## src/rtl/snn_pkg.sv

```systemverilog
// Shared types and helpers for the SNN output readout: FSM state encoding,
// default sizing constants and a saturating increment.
package snn_pkg;

  typedef enum logic [1:0] {
    IDLE  = 2'd0,
    COUNT = 2'd1,
    SCAN  = 2'd2,
    DONE  = 2'd3
  } state_t;

  localparam int DEF_N_CH  = 4;
  localparam int DEF_CNT_W = 8;
  localparam int DEF_WIN_W = 16;

  // Increment that sticks at 2^width-1; width must stay below 32.
  function automatic logic [31:0] sat_inc(input logic [31:0] value, input int unsigned width);
    logic [31:0] max_val;
    max_val = (32'd1 << width) - 32'd1;
    return (value >= max_val) ? value : value + 32'd1;
  endfunction

endpackage

```

## src/rtl/spike_counter.sv

```systemverilog
// One saturating spike counter with synchronous clear and count enable.
module spike_counter
  import snn_pkg::*;
#(
  parameter int CNT_W = DEF_CNT_W
) (
  input  logic             clk,
  input  logic             rst,
  input  logic             clr,
  input  logic             en,
  output logic [CNT_W-1:0] count
);

  logic [CNT_W-1:0] count_reg;
  logic [CNT_W-1:0] count_next;

  always_comb begin
    count_next = count_reg;
    if (clr) begin
      count_next = '0;
    end else if (en) begin
      count_next = CNT_W'(sat_inc(32'(count_reg), CNT_W));
    end
  end

  always_ff @(posedge clk) begin
    if (rst) begin
      count_reg <= '0;
    end else begin
      count_reg <= count_next;
    end
  end

  assign count = count_reg;

endmodule

```

## src/rtl/spike_window_decoder.sv

```systemverilog
// Counts spikes per output channel over a programmable window, then scans the
// counts one channel per cycle to pick the winning class (lowest index on ties).
module spike_window_decoder
  import snn_pkg::*;
#(
  parameter  int N_CH  = DEF_N_CH,
  parameter  int CNT_W = DEF_CNT_W,
  parameter  int WIN_W = DEF_WIN_W,
  localparam int IDX_W = $clog2(N_CH),
  localparam int TOT_W = CNT_W + IDX_W
) (
  input  logic             clk,
  input  logic             rst,
  input  logic             start,
  input  logic [WIN_W-1:0] window_len,
  input  logic [N_CH-1:0]  spike_in,
  output logic             busy,
  output logic             result_valid,
  input  logic             result_ready,
  output logic [IDX_W-1:0] class_idx,
  output logic [CNT_W-1:0] max_count,
  output logic [TOT_W-1:0] total_count,
  output logic             no_spike
);

  state_t state_reg, state_next;

  logic [WIN_W-1:0] win_reg;
  logic [WIN_W-1:0] win_cnt_reg;
  logic [IDX_W-1:0] scan_idx_reg;
  logic [CNT_W-1:0] run_max_reg;
  logic [IDX_W-1:0] run_idx_reg;
  logic [TOT_W-1:0] run_total_reg;

  logic [IDX_W-1:0] class_idx_reg;
  logic [CNT_W-1:0] max_count_reg;
  logic [TOT_W-1:0] total_count_reg;
  logic             no_spike_reg;

  logic [CNT_W-1:0] counts [N_CH];
  logic             start_acc;
  logic             counting;
  logic             win_last;
  logic             scan_last;
  logic [CNT_W-1:0] cur_cnt;
  logic             take_new;
  logic [CNT_W-1:0] max_next;
  logic [IDX_W-1:0] idx_next;
  logic [TOT_W-1:0] total_next;

  assign start_acc = (state_reg == IDLE) && start;
  assign counting  = (state_reg == COUNT);
  assign win_last  = (win_cnt_reg == win_reg - WIN_W'(1));
  assign scan_last = (scan_idx_reg == IDX_W'(N_CH - 1));

  generate
    for (genvar gi = 0; gi < N_CH; gi++) begin : g_ch
      spike_counter #(
        .CNT_W(CNT_W)
      ) u_cnt (
        .clk  (clk),
        .rst  (rst),
        .clr  (start_acc),
        .en   (counting && spike_in[gi]),
        .count(counts[gi])
      );
    end
  endgenerate

  // Strictly-greater update keeps the earliest channel on ties.
  always_comb begin
    cur_cnt    = counts[scan_idx_reg];
    take_new   = (cur_cnt > run_max_reg);
    max_next   = take_new ? cur_cnt : run_max_reg;
    idx_next   = take_new ? scan_idx_reg : run_idx_reg;
    total_next = run_total_reg + TOT_W'(cur_cnt);
  end

  always_comb begin
    state_next = state_reg;
    case (state_reg)
      IDLE:    if (start) state_next = COUNT;
      COUNT:   if (win_last) state_next = SCAN;
      SCAN:    if (scan_last) state_next = DONE;
      DONE:    if (result_ready) state_next = IDLE;
      default: state_next = IDLE;
    endcase
  end

  always_ff @(posedge clk) begin
    if (rst) begin
      state_reg       <= IDLE;
      win_reg         <= '0;
      win_cnt_reg     <= '0;
      scan_idx_reg    <= '0;
      run_max_reg     <= '0;
      run_idx_reg     <= '0;
      run_total_reg   <= '0;
      class_idx_reg   <= '0;
      max_count_reg   <= '0;
      total_count_reg <= '0;
      no_spike_reg    <= 1'b0;
    end else begin
      state_reg <= state_next;
      if (start_acc) begin
        win_reg       <= (window_len == '0) ? WIN_W'(1) : window_len;
        win_cnt_reg   <= '0;
        scan_idx_reg  <= '0;
        run_max_reg   <= '0;
        run_idx_reg   <= '0;
        run_total_reg <= '0;
      end
      if (state_reg == COUNT) begin
        win_cnt_reg <= win_cnt_reg + WIN_W'(1);
      end
      if (state_reg == SCAN) begin
        scan_idx_reg  <= scan_idx_reg + IDX_W'(1);
        run_max_reg   <= max_next;
        run_idx_reg   <= idx_next;
        run_total_reg <= total_next;
        // Final channel folds straight into the result so DONE shows it at once.
        if (scan_last) begin
          class_idx_reg   <= idx_next;
          max_count_reg   <= max_next;
          total_count_reg <= total_next;
          no_spike_reg    <= (max_next == '0);
        end
      end
    end
  end

  assign busy         = (state_reg != IDLE);
  assign result_valid = (state_reg == DONE);
  assign class_idx    = class_idx_reg;
  assign max_count    = max_count_reg;
  assign total_count  = total_count_reg;
  assign no_spike     = no_spike_reg;

endmodule

```

## config.mk

```make
export PLATFORM = sky130hd
export DESIGN_NAME = spike_window_decoder
export DESIGN_NICKNAME = d
export VERILOG_FILES = /design/src/rtl/snn_pkg.sv /design/src/rtl/spike_counter.sv /design/src/rtl/spike_window_decoder.sv
export SDC_FILE = /design/constraint.sdc
export NUM_CORES = 1
export LEC_CHECK = 0
export CAP_MARGIN = 30
export CELL_PAD_IN_SITES_DETAIL_PLACEMENT = 1
export CELL_PAD_IN_SITES_GLOBAL_PLACEMENT = 2
export CORE_ASPECT_RATIO = 2
export CORE_MARGIN = 8
export CORE_UTILIZATION = 39
export CTS_CLUSTER_DIAMETER = 150
export CTS_CLUSTER_SIZE = 40
export DETAILED_ROUTE_END_ITERATION = 10
export PLACE_DENSITY = 0.95
export SLEW_MARGIN = 5
export SYNTH_ARGS = -nofsm -noshare
export SYNTH_HDL_FRONTEND = slang
export SYNTH_SLANG_ARGS = --single-unit
```

## constraint.sdc

```tcl
create_clock -name clk -period 7.4 [get_ports clk]
set_input_delay 1.11 -clock clk [delete_from_list [all_inputs] [get_ports clk]]
set_output_delay 1.11 -clock clk [all_outputs]
set_load 0.01 [all_outputs]
```

Word-level counts from Yosys, hierarchy flattened
Index checks and enable logic that the tools add are counted.

Bits in registers: 109. Bits of input ports: 24. Output and inout bits: 23. Word-level logic and storage cells: 81.

Add/subtract/negate cells: 8. $lt $le $gt $ge: 6. Equal/unequal tests: 9. Multiplexer cells: 20. Bitwise operators: 5. Reduce and logical (&&, ||, !) cells: 18.

Operators with widths (number): $mux W16 (3); $mux W8 (5); $add A8 B1 Y8 const B (4); $ge A8 B8 Y1 const B (4); $mux W10 (2); $add A16 B1 Y16 const B (1); $bmux W8 S2 (1); $eq A16 B16 Y1 (1); $logic_not A16 Y1 (1); $mux W2 (8); $sub A16 B1 Y16 const B (1); $add A10 B8 Y10 (1); $reduce_and A2 Y1 (5); $gt A8 B8 Y1 (1); $logic_not A8 Y1 (1); $pmux W2 S4 (1); $eq A2 B2 Y1 const B (3); $reduce_bool A2 Y1 (3); $logic_and A1 B1 Y1 (5); $ne A2 B1 Y1 const B (2); $ne A2 B2 Y1 const B (2); $not A1 Y1 (4); $reduce_and A4 Y1 (1); $ge A3 B3 Y1 const B (1); 5 further kinds (5).

Depth between registers and ports, before layout
Gate-level depths: netlist of the first run.

Depth in word-level cells: 7. Depth in mapped cells: 11. Depth with buffers taken out: 10.

Hierarchy
From an unflattened synthesis of the first run, not the netlist that was laid out.

Cells, all modules: 756. Area total of the unflattened synthesis: 6167.2 um^2.

Modules (own cells, without submodules): spike_window_decoder (times used 1, cells an instance 560, area an instance 4465.5 um^2); spike_counter (times used 4, cells an instance 49, area an instance 425.4 um^2).

Least setup slack after synthesis of the first run
OpenSTA, ideal clock, no wires.

Kind: flip-flop to flip-flop. Start: register scan_idx_reg[1]. End: register class_idx_reg[0] (netlist: class_idx[0]). Setup time: 0.091 ns. Arrival: 3.264 ns. Data required time: 7.309 ns. Slack: 4.045 ns. Stages on the path, launching flop included: 11. Buffers on the path: 2. Period minus slack after synthesis: 3.355 ns. Cells stage by stage: dfxtp_1 > buf_1 > mux4_2 > ha_1 > a21o_1 > a221o_1 > a221o_1 > nand2_1 > clkbuf_1 > nand2_1 > a311oi_1.

Cells in the longest elaborated chain, start to end: 6.

RTL lines: start, declared (RTL line spike_window_decoder.sv:30) `logic [IDX_W-1:0] scan_idx_reg;`; start signal, assigned (RTL line spike_window_decoder.sv:117) `scan_idx_reg <= scan_idx_reg + IDX_W'(1);`; $not A2 Y3 (not written as such) (RTL line spike_window_decoder.sv:72) `cur_cnt = counts[scan_idx_reg];`; $bmux W8 S2 (RTL line spike_window_decoder.sv:72); $mux W8 (not written as such) (2 in series) (RTL line spike_window_decoder.sv:72); $gt A8 B8 Y1 (RTL line spike_window_decoder.sv:73) `take_new = (cur_cnt > run_max_reg);`; $mux W2 (RTL line spike_window_decoder.sv:75) `idx_next = take_new ? scan_idx_reg : run_idx_reg;`; end signal, assigned (RTL line spike_window_decoder.sv:123) `class_idx_reg <= idx_next;`; end, declared (RTL line spike_window_decoder.sv:35) `logic [IDX_W-1:0] class_idx_reg;`.

Several ways; a longest one is shown, not always the timed one. The select of a mux whose other input is x is not followed. A chain may end at the register's enable or synchronous reset.

Final worst setup path of the first run
Start: register scan_idx_reg[1]. End: register max_count_reg[3] (netlist: max_count[3]).

Cells in the longest elaborated chain, start to end: 6.

RTL lines: $not A2 Y3 (not written as such) (RTL line spike_window_decoder.sv:72); $bmux W8 S2 (RTL line spike_window_decoder.sv:72); $mux W8 (not written as such) (2 in series) (RTL line spike_window_decoder.sv:72); $gt A8 B8 Y1 (RTL line spike_window_decoder.sv:73); $mux W8 (RTL line spike_window_decoder.sv:74) `max_next = take_new ? cur_cnt : run_max_reg;`; end signal, assigned (RTL line spike_window_decoder.sv:124) `max_count_reg <= max_next;`; end, declared (RTL line spike_window_decoder.sv:36) `logic [CNT_W-1:0] max_count_reg;`.

Several ways; a longest one is shown, not always the timed one. The select of a mux whose other input is x is not followed.

==> run summary, run 1 <==
total CTS buffers - 9
drt pass-1 iters - 4
average wire per standard cell - 21.48 microns
Fill cells - 1,816
worst r2r src - scan_idx_reg[1]
CP max-delay cell - dfxtp_1
reg-to-reg critical path endpoint - max_count[3]
Min-Delay Endpoint - total_count[0]
startpoint types - flip-flop
setup_tns - 0 ns
final hold viol count - 0
nets - 794
Total GRT Usage - 20.57%
Util after Layout - 45.61%
Post-synth ARST share - 0%
fmax - 258.0 MHz
IO Port Bufs - 46
Syn-to-layout area delta - 14.56%
combinational cell fraction of total power - 28.7%
Slew Viols, Final - 0
Clock Skew - 0.01250 ns
Reg clk slew, reported paths - 0.07 ns
grt ovf - 0
library cells used by synthesis - 60
initial drt markers - 264
Die Height - 192.2 microns
Crit path max-delay family - compound AO/OA/AOI/OAI gates
DR DRC count - 0
outcome - finished clean
Avg Vias per Cell - 5.940
Data required, critical path - 7.64 ns
final period demand of the worst path - 3.876 ns
CTS resizes - 0
Yosys top cell area share - 36.03%
worst-case reg-to-reg path depth - 8
layout cell share with drive strength beyond 1 - 6.032%
H-tree lvl count - 3
RSZ-0062 raised after global routing - no
power density over cell area - 229.1 nW/um^2
HP Class - flip-flop to flip-flop
Worst IR Drop VDD - 0.1249 mV
first-pass GRT wire length - 32,600 microns
hold path start - total_count[0]
boundary pin count - 47
largest net degree at the start of global routing - 82
kind of critical path - flip-flop to flip-flop
Seq pwr share - 41.8%
CTS Buffer Depth - 2
Die X - 104.1 microns
Bufs and invs on worst path - 0
flops & latches, synth - 109
max-cap violations - 0
Post-synth top cells - dfxtp_1, nor2_1, nand2_1
Hold Crit Depth - 2
worst slew pin tran - 0.9698 ns
postcts setup bufs - 0
CTS tree - yes
crit end category - flip-flop
HPWL after detailed placement - 16,050 microns
worst relative slew slack - 35.22%
initial antenna violation count - 0
CTS Sinks - 109
synthesized net count - 774
via count - 5,607
FF-to-FF setup slack - 3.52 ns
Routed met3 length - 489 microns
Max Fanout on Critical Path - 23
GP Congestion - 0.8436
clock power share - 29.5%
Cell Rows - 64
Cell Int Power - 1015 uW
remaining antenna violation count - 0
Core Area - 15,210 sq um
Starting Density - 39.81%
worst skew pair latency - 0.35 ns
top layer in use - met4
synth warn - 0
leakage power - 0.002436 uW
max reg flops - 32
total routed wirelength - 20,270 microns
largest cells by area after synthesis - dfxtp_1, ha_1, nor2_1
DRT met1 WL - 6516 microns
Final Cycle Share - 52.37%
metal2 WL - 12,110 microns
ys flop type - dfxtp_1
Avg Inst Size Synth - 8.401 sq um
Seq/Total Area, Yosys - 36.03%
CP max stage delay - 0.76 ns
EDFF count, synth - 0
Sw Ratio - 36.17%
P_sw - 575.2 uW
Die Area - 20,020 sq um
vias in the first global route - 6,127
Root Buffer - clkbuf_16
Post-CTS Hold Buffers - 0
Synth area leader - dfxtp_1
Post-Synthesis Cells - 721
final setup vio count - 0
crit path cell chain - mux4_2, ha_1, a21o_1, a221o_1, a221o_1, nand2_1, nand2_1, a311oi_1
Worst EP arrival - 4.12 ns
# diodes - 0
mapped cell area - 6057 sq um
most frequent cell after synthesis - dfxtp_1
layout make-up:
| type | count | area (sq um) | area share (%) |
|---|---|---|---|
| well taps | 198 | 247.7 | 3.570 |
| multi-input cells | 546 | 3620 | 52.16 |
| clock buffers | 9 | 225.2 | 3.246 |
| flip-flops and latches | 109 | 2182 | 31.45 |
| repair buffers | 50 | 513.0 | 7.393 |
| inverters | 25 | 93.84 | 1.352 |
| clock inverters | 7 | 57.56 | 0.8294 |
layout by cell type, fill, tap and decap left out, types with 14 or more instances in the layout:
| cell | netlist | final |
|---|---|---|
| xnor2_1 | 18 | 18 |
| xor2_1 | 25 | 25 |
| inv_1 | 25 | 25 |
| a22o_1 | 14 | 14 |
| nand2_1 | 65 | 65 |
| dfxtp_1 | 109 | 109 |
| nor2_1 | 75 | 75 |
| a21oi_1 | 44 | 44 |
| o21ai_0 | 14 | 14 |
| clkdlybuf4s50_1 | 0 | 45 |
| nor3_1 | 18 | 18 |
| nand4_1 | 26 | 26 |
| ha_1 | 28 | 28 |
| nand3_1 | 45 | 45 |
worst register-to-register path, stage by stage (launching register included):
cell and delay, ns:
dfxtp_1 0.76, mux4_2 0.66, ha_1 0.32, a21o_1 0.18, a221o_1 0.34, a221o_1 0.65
nand2_1 0.42, nand2_1 0.10, a311oi_1 0.33
worst max path at each step:
stage,startpoint,depth (start not counted),slack (ns),end
4_1_cts,scan_idx_reg[1],8,3.59,max_count[3]
3_5_place_dp,scan_idx_reg[1],8,3.58,max_count[3]
6_report,scan_idx_reg[1],8,3.52,max_count[3]
2_1_floorplan,scan_idx_reg[1],10,4.04,class_idx[0]
3_3_place_gp,scan_idx_reg[1],8,3.78,no_spike
5_1_grt,scan_idx_reg[1],8,3.33,max_count[3]
power groups by stage:
stage	combinational, uW	clock (uW)	sequential [uW]
final	456	470	665
after detailed placement	456	0	677
after CTS	459	481	664
after global routing	498	504	669
after floorplan	328	0	655
after global placement	431	0	674
stage by stage:
stage / hold slack, ns / instances / total power [uW] / area, sq um / worst slack, ns
2_1_floorplan: 0.4481 / 721 / 982.6 / 6057 / 4.045
3_3_place_gp: 0.4542 / 926 / 1105 / 6614 / 3.779
3_5_place_dp: 0.4509 / 928 / 1133 / 6656 / 3.576
4_1_cts: 0.4621 / 944 / 1604 / 6939 / 3.586
5_1_grt: 0.4968 / 944 / 1671 / 6939 / 3.332
6_report: 0.4601 / 944 / 1590 / 6939 / 3.524
cell families (layout without fill, tap and decap cells):
kind of cell,after synthesis,in the layout,synth area share [%]
and+or+nand+nor,314,314,26.38
AOI/OAI and AO/OA,140,140,15.99
DFF,109,109,36.03
buffers and inverters,66,91,4.214
xor gates and xnor gates,43,43,6.218
adders and majority gates,29,29,6.115
muxes,20,20,5.061
routing by layer:
| layer | global-route usage (%) | vias up |
|---|---|---|
| met5 | 0 | - |
| met2 | 42.83 | 124 |
| met3 | 2.890 | 60 |
| met4 | 13.85 | 0 |
| li1 | - | 2663 |
| met1 | 17.13 | 2760 |
Power figures use the tool's default switching activity.
==> run 2: changes to the inputs <==
--- a/config.mk
+++ b/config.mk
@@ -10,11 +10,11 @@
 export CELL_PAD_IN_SITES_GLOBAL_PLACEMENT = 2
 export CORE_ASPECT_RATIO = 2
 export CORE_MARGIN = 8
-export CORE_UTILIZATION = 39
+export CORE_UTILIZATION = 32
 export CTS_CLUSTER_DIAMETER = 150
 export CTS_CLUSTER_SIZE = 40
 export DETAILED_ROUTE_END_ITERATION = 10
-export PLACE_DENSITY = 0.95
+export PLACE_DENSITY = 0.86
 export SLEW_MARGIN = 5
 export SYNTH_ARGS = -nofsm -noshare
 export SYNTH_HDL_FRONTEND = slang
==> constraint.sdc (replaced) <==
create_clock -name clk -period 3.5 [get_ports clk]
set_input_delay 0.525 -clock clk [delete_from_list [all_inputs] [get_ports clk]]
set_output_delay 0.525 -clock clk [all_outputs]
set_load 0.01 [all_outputs]
==> run 2 against run 1 <==
Effect of this change:
- non-clock buffer count is 11 higher
- global-route usage is 3.6 points lower
- via count is 2.0% lower
- cell count is 3.3% higher
- core utilization is 8.1 points lower
- clock power is 100% higher
- first-iteration DRC count is 7.2% lower
- worst hold slack worse by 0.0043 ns
- total power is 110% higher
- sequential power is 110% higher
- flip-flop and latch count stayed put
- critical path type unchanged
==> run summary, run 2 (synthesized netlist as in run 1, its figures left out) <==
setup_tns - 0 ns (unchanged)
CTS Buffer Depth - 2 (unchanged)
Post-CTS Hold Buffers - 0 (unchanged)
worst slew pin tran - 0.8121 ns (-0.1576 ns)
outcome - finished clean
hold path start - total_count[2]
CP max-delay cell - mux4_2
power density over cell area - 477.9 nW/um^2 (+110%)
startpoint types - flip-flop
Cell Rows - 71 (+11%)
worst relative slew slack - 45.66% (+10 points)
Die Area - 23,850 sq um (+19%)
IO Port Bufs - 46 (unchanged)
average wire per standard cell - 20.25 microns (-5.7%)
Worst EP arrival - 3.38 ns (-0.74 ns)
fmax - 319.5 MHz (+24%)
Reg clk slew, reported paths - 0.07 ns (about the same)
Clock Skew - 0.009054 ns (-0.003448 ns)
DR DRC count - 0 (unchanged)
worst r2r src - scan_idx_reg[1]
Slew Viols, Final - 0 (unchanged)
H-tree lvl count - 3 (unchanged)
Min-Delay Endpoint - total_count[2]
layout cell share with drive strength beyond 1 - 7.011% (+0.98 points)
max-cap violations - 0 (unchanged)
reg-to-reg critical path endpoint - max_count[4]
worst slack, placed - 0.3763 ns (-3.199 ns)
final setup vio count - 0 (unchanged)
most frequent cells in the layout - dfxtp_1, nor2_1, nand2_1
total routed wirelength - 19,740 microns (-2.6%)
Data required, critical path - 3.75 ns (-3.89 ns)
Max Fanout on Critical Path - 11 (-52%)
max reg flops - 32 (unchanged)
# diodes - 0 (unchanged)
Hold Crit Depth - 2 (unchanged)
via count - 5,495 (-2.0%)
largest net degree at the start of global routing - 50 (-39%)
Worst IR Drop VDD - 0.2179 mV (+74%)
RSZ-0062 raised after global routing - no
Die Height - 210.6 microns (+9.5%)
Root Buffer - clkbuf_16
FF-to-FF setup slack - 0.37 ns (-3.15 ns)
postcts setup bufs - 0 (unchanged)
remaining antenna violation count - 0 (unchanged)
worst-case reg-to-reg path depth - 8 (unchanged)
leakage power - 0.002469 uW (+1.4%)
final hold viol count - 0 (unchanged)
kind of critical path - flip-flop to flip-flop
final period demand of the worst path - 3.130 ns (-0.7458 ns)
initial drt markers - 245 (-7.2%)
Starting Density - 32.47% (-7.3 points)
total CTS buffers - 9 (unchanged)
Final Cycle Share - 89.43% (+37 points)
Die X - 113.3 microns (+8.8%)
drt pass-1 iters - 4 (unchanged)
boundary pin count - 47 (unchanged)
Avg Vias per Cell - 5.636 (-5.1%)
worst skew pair latency - 0.35 ns (about the same)
vias in the first global route - 5,789 (-5.5%)
grt ovf - 0 (unchanged)
HP Class - flip-flop to flip-flop
commonest non-fill, non-tap cell in the layout - dfxtp_1
Syn-to-layout area delta - 15.51%
CTS Sinks - 109 (unchanged)
PnR worst setup slack - 0.3701 ns (-3.154 ns)
CTS resizes - 0 (unchanged)
Total GRT Usage - 16.98% (-3.6 points)
nets - 805 (+1.4%)
GP Congestion - 0.8854 (+5.0%)
crit end category - flip-flop
CP max stage delay - 0.62 ns (-0.14 ns)
crit path cell chain - mux4_2, ha_1, a21o_1, a221o_1, a221o_1, nand2_1, nand2_1, a311oi_1
HPWL after detailed placement - 15,660 microns (-2.4%)
CTS tree - yes
first-pass GRT wire length - 31,230 microns (-4.2%)
initial antenna violation count - 0 (unchanged)
Core Area - 18,660 sq um (+23%)
run 2: cell types whose count changed in the layout (fill, tap and decap cells not counted), sizes merged:
cell | before | now
inv | 28 | 25
clkbuf | 9 | 11
buf | 5 | 16
run 2: metal layers:
metal | vias to the layer above | global-route usage (%) | share of wire (%)
li1 | 2678 | - | -
met1 | 2698 | 14.25 | 33
met2 | 83 | 35.32 | 60
met3 | 36 | 2.379 | 2.1
met4 | 0 | 10.41 | 5.0
met5 | - | 0 | 0
run 2: report_power, final:
part	internal (uW)	switching [uW]	total [uW]
registers	1300	95.8	1400
logic	378	626	1000
clock network	479	464	944
run 2: cell type report:
cell class / instances / area (sq um)
fillers: 2223 / 11660
multi-input cells: 546 / 3620
flip-flops and latches: 109 / 2182
repair buffers: 61 / 568.0
well taps: 219 / 274.0
clock buffers: 11 / 232.7
inverters: 25 / 93.84
clock inverters: 4 / 26.28
run 2: worst max-delay path by stage:
stage / from / slack [ns] / cells past startpoint / to
after global placement: scan_idx_reg[1] / 0.45 / 8 / no_spike
final: scan_idx_reg[1] / 0.37 / 8 / max_count[4]
after CTS: scan_idx_reg[1] / 0.34 / 8 / max_count[4]
after detailed placement: scan_idx_reg[1] / 0.38 / 8 / no_spike
after floorplan: scan_idx_reg[1] / 0.14 / 10 / class_idx[0]
after global routing: scan_idx_reg[1] / 0.17 / 11 / total_count[6]
run 2: worst max-delay path, delay by kind of cell (launching register included):
kind                       cells  cell delay (ns)
muxes                          1             0.62
AOI/OAI and AO/OA              4             1.19
adders and majority gates      1             0.31
DFF                            1             0.49
and+or+nand+nor                2             0.41
run 2: per-stage QoR:
step                cells  hold WS (ns)  instance area (sq um)  total power [uW]  utilization (%)
floorplan             721        0.4481                   6057              2077                -
global placement      960        0.4449                   6738              2418            36.12
detailed placement    960        0.4483                   6738              2430            36.12
CTS                   975        0.4577                   6997              3387            37.51
global route          975        0.4685                   6997              3528            37.51
finish                975        0.4558                   6997              3344            37.51
==> run 3: changes to the inputs <==
--- a/config.mk
+++ b/config.mk
@@ -5,7 +5,7 @@
 export SDC_FILE = /design/constraint.sdc
 export NUM_CORES = 1
 export LEC_CHECK = 0
-export CAP_MARGIN = 30
+export CAP_MARGIN = 25
 export CELL_PAD_IN_SITES_DETAIL_PLACEMENT = 1
 export CELL_PAD_IN_SITES_GLOBAL_PLACEMENT = 2
 export CORE_ASPECT_RATIO = 2
==> results of run 3 <==
No change in the layout: final DEF, timing and power equal those of run 2.
